<file path="src/rtl/jk_reg_bank.sv">
// WIDTH-bit JK flip-flop bank with count, shift-left and parallel-load modes.
// Optional registered change flag enabled by defining JK_BANK_CHANGE_FLAG_EN.
module jk_reg_bank #(
  parameter int WIDTH = 8
) (
  input  logic             Clk,
  input  logic             R,
  input  logic             S,
  input  logic             CE,
  input  logic [1:0]       Mode,
  input  logic [WIDTH-1:0] J,
  input  logic [WIDTH-1:0] K,
  input  logic [WIDTH-1:0] D,
  input  logic             SI,
  output logic [WIDTH-1:0] Qout,
  output logic             SO,
  output logic             TC
`ifdef JK_BANK_CHANGE_FLAG_EN
  ,
  output logic             Changed
`endif
);

  localparam logic [1:0] MODE_JK    = 2'b00;
  localparam logic [1:0] MODE_COUNT = 2'b01;
  localparam logic [1:0] MODE_SHIFT = 2'b10;
  localparam logic [1:0] MODE_LOAD  = 2'b11;

  localparam logic [WIDTH-1:0] ALL_ONES = {WIDTH{1'b1}};
  localparam logic [WIDTH-1:0] ONE      = {{(WIDTH-1){1'b0}}, 1'b1};

  logic [WIDTH-1:0] qout_q;
  logic [WIDTH-1:0] qout_d;

  // Next-state selection: reset, then set, then enabled mode operation, else hold.
  always_comb begin
    qout_d = qout_q;
    if (R) begin
      qout_d = {WIDTH{1'b0}};
    end else if (S) begin
      qout_d = ALL_ONES;
    end else if (CE) begin
      case (Mode)
        // Characteristic equation Q+ = J&~Q | ~K&Q, applied per bit.
        MODE_JK:    qout_d = (J & ~qout_q) | (~K & qout_q);
        MODE_COUNT: qout_d = qout_q + ONE;
        MODE_SHIFT: qout_d = {qout_q[WIDTH-2:0], SI};
        MODE_LOAD:  qout_d = D;
        default:    qout_d = qout_q;
      endcase
    end else begin
      qout_d = qout_q;
    end
  end

  // Bank state register.
  always_ff @(posedge Clk) begin
    qout_q <= qout_d;
  end

  assign Qout = qout_q;
  assign SO   = qout_q[WIDTH-1];
  assign TC   = (Mode == MODE_COUNT) && CE && (qout_q == ALL_ONES);

`ifdef JK_BANK_CHANGE_FLAG_EN
  logic changed_q;

  // Flags any edge whose next value differs from the current one, reset edges included.
  always_ff @(posedge Clk) begin
    changed_q <= (qout_d != qout_q);
  end

  assign Changed = changed_q;
`endif

endmodule
</file>
<file path="config.mk">
export PLATFORM = sky130hd
export DESIGN_NAME = jk_reg_bank
export DESIGN_NICKNAME = d
export VERILOG_FILES = /design/src/rtl/jk_reg_bank.sv
export SDC_FILE = /design/constraint.sdc
export NUM_CORES = 1
export LEC_CHECK = 0
export ABC_AREA = 1
export CORE_ASPECT_RATIO = 1.1
export CORE_MARGIN = 2
export CORE_UTILIZATION = 35
export CTS_CLUSTER_SIZE = 30
export DETAILED_ROUTE_END_ITERATION = 8
export PLACE_DENSITY_LB_ADDON = 0.1
export SYNTH_ARGS = -nofsm -noshare
export SYNTH_HDL_FRONTEND = slang
export SYNTH_SLANG_ARGS = --single-unit
</file>
<file path="constraint.sdc">
create_clock -name Clk -period 1.4 [get_ports Clk]
set_input_delay 0.42 -clock Clk [delete_from_list [all_inputs] [get_ports Clk]]
set_output_delay 0.42 -clock Clk [all_outputs]
set_load 0.01 [all_outputs]
</file>
==> impl_results.md <==
- Max FFs per register: 8
- Initial antenna violation count: 0
- Min Tclk post-route: 1.770 ns
- Status: complete, but fails checks
- Sequential fraction of the synthesis area: 20.25%
- Area of the die: 0.002656 mm^2
- Inserted Clock Buffers: 3
- GP Congestion: 0.8891
- WL met3: 147 um
- Post-DP HPWL: 2103 um
- Most common cell in the synthesized netlist: nand2_1
- Synth Instances: 140
- Worst setup EP type: output pin
- Ranking of synthesized cells by area: dfxtp_1 20%, nand2_1 19%, inv_1 9.5%
- Detail Route Antenna Nets: 0
- Routed met1 length: 1185 um
- Area grow syn2layout: 82.28%
- 1st-iter DRT viols: 12
- Fin. Hold Viols: 0
- Setup WS post-layout: -0.3702 ns
- Worst hold path class: flip-flop to flip-flop
- Arrival time worst endpoint: 1.35 ns
- Layout cells sized above 1: 29.95%
- #FFs+latches synth: 8
- Clk slew on worst S/H paths: 0.06 ns
- CTS tree: built
- Headroom to the max-slew limit: 83.45%
- Leakage: 0.6743 nW
- Hold-fix buffers at CTS: 0
- Yosys top cell area share: 20.25%
- Vias/cell: 4.831
- Failing checks: setup timing
- Synth area leader: dfxtp_1
- Number of port buffers: 40
- Final worst path period share: 126.4%
- # DRC: 0
- Net Count, Synth: 172
- Num rows: 18
- Worst-Margin Slew: 0.2475 ns
- Die span in y: 53.85 um
- Sum Neg Setup Slack: -0.3717 ns
- Nets: 241
- N_diodes: 0
- Clock root buffer: clkbuf_4
- Cells after DPL: 231
- Max rail drop VDD: 0.0005174 V
- Mapped Area: 790.8 um^2
- CTS H-tree depth: 1
- Final wirelength: 2755 um
- Required time of the critical path: 0.98 ns
- Setup Viol. Count Final: 2
- Pin count of the biggest net entering global routing: 9
- GR Overflow Total: 0
- Synth Area per Inst: 5.648 um^2
- Pwr dens: 580.3 mW/mm^2
- Ys async rst share: 0%
- Synth Warn #: 0
- RSZ-0062 raised after global routing: yes
- Commonest cells post-synth: 39 x nand2_1, 20 x inv_1, 12 x nand3_1, 12 x nor2_1, 12 x o21ai_0
- Via count: 1145
- Core area: 0.002185 mm^2
- Met2 WL: 1381 um
- # IOs: 41
- Unique masters post-synth: 22
- Crit path max fanout: 3
- R2R setup slack: 0.03 ns
- Clk_skew: 0.005005 ns
- FMAX: 0.5649 GHz
- Total track usage: 21.73%
- Post-synth EDFFs: 0
- Pre-antenna DRT Iters: 4
- Max Buffers Root-to-Sink: 2
- Synth Flop Type: dfxtp_1
- Core Util, Final: 65.98%
- Max cap viols: 0
- First-pass GRT wire length: 4347 um
- Hold slack: 0.7098 ns
- Initial core utilization: 36.20%
- Pre-CTS setup slack: -0.8698 ns
- Final Max Slew Viols: 0
- Routed length per instance: 11.62 um
- Clk sinks: 8
- Number of global-route vias before repair: 984
- Cell Count, Final, Fillers Out: 237
- DR top layer: met4
- Skew-Pair Late Insertion Delay: 0.26 ns
- Critical path class: flip-flop to output pin
- Setup crit start kind: flip-flop
- Die W: 49.32 um
[cells by family after synthesis]
logic type | share of synthesized area, %
buf+inv | 13.92
flops | 20.25
fa+ha+maj | 1.582
compound gates | 18.04
simple gates | 46.20
[worst max-delay path: stages, from the launching register on]
cell and delay (ns):
dfxtp_4 0.36, ha_4 0.14, nand2_4 0.06, nor2_4 0.11, nand3_2 0.11, nor4_4 0.14
buf_2 0.17
[power by group]
group          internal [W]  switching (W)  total [W]  leakage, nW
clock network     0.0000988      0.0000887   0.000188       0.0138
logic              0.000204       0.000178   0.000382        0.592
registers          0.000250      0.0000163   0.000267       0.0686
total              0.000553       0.000283   0.000836        0.674
[cell usage in the layout (no fill, tap or decap), drive strengths merged]
cell type	n
nand2	43
buf	28
clkdlybuf4s50	27
inv	25
nor2	16
o21ai	14
nand3	13
dfxtp	8
a21oi	7
clkbuf	7
o211ai	5
dlygate4sd2	3
clkdlybuf4s15	3
clkinv	2
nand4	2
nor4	1
nand3b	1
or2	1
ha	1
[worst paths after layout]
kind | from | end | depth (start not counted)
min | Qout[2]$_SDFFE_PP0P_ | Qout[2]$_SDFFE_PP0P_ | 3
max reg2reg | Qout[0]$_SDFFE_PP0P_ | Qout[6]$_SDFFE_PP0P_ | 10
max | Qout[0]$_SDFFE_PP0P_ | TC | 6
min reg2reg | Qout[2]$_SDFFE_PP0P_ | Qout[2]$_SDFFE_PP0P_ | 3
[cell type report]
class	instances	area, um^2
Multi-Input combinational cell	104	549.3
Sequential cell	8	171.4
Fill cell	215	743.2
Timing Repair Buffer	65	556.8
Clock buffer	3	22.52
Inverter	27	103.9
Tap cell	30	37.54
[timing repair]
item                       4_1_cts  5_1_grt
setup buffers                    2        1
setup endpoints to repair       18       12
resized for setup               33       10
pin swaps                        4        1
[stage by stage]
stage	total power, W	instance area, um^2
6_report	0.0008364	1441
5_1_grt	0.0008910	1441
4_1_cts	0.0008408	1450
3_5_place_dp	0.0006636	1420
3_3_place_gp	0.0006564	1420
2_1_floorplan	0.0004317	824.5
[metal layers]
| metal | vias to the layer above | global-route usage [%] |
|---|---|---|
| li1 | 583 | - |
| met1 | 521 | 25.38 |
| met2 | 36 | 40.99 |
| met3 | 5 | 2.500 |
| met4 | 0 | 8.571 |
| met5 | - | 0 |
Power figures use the tool's default switching activity.
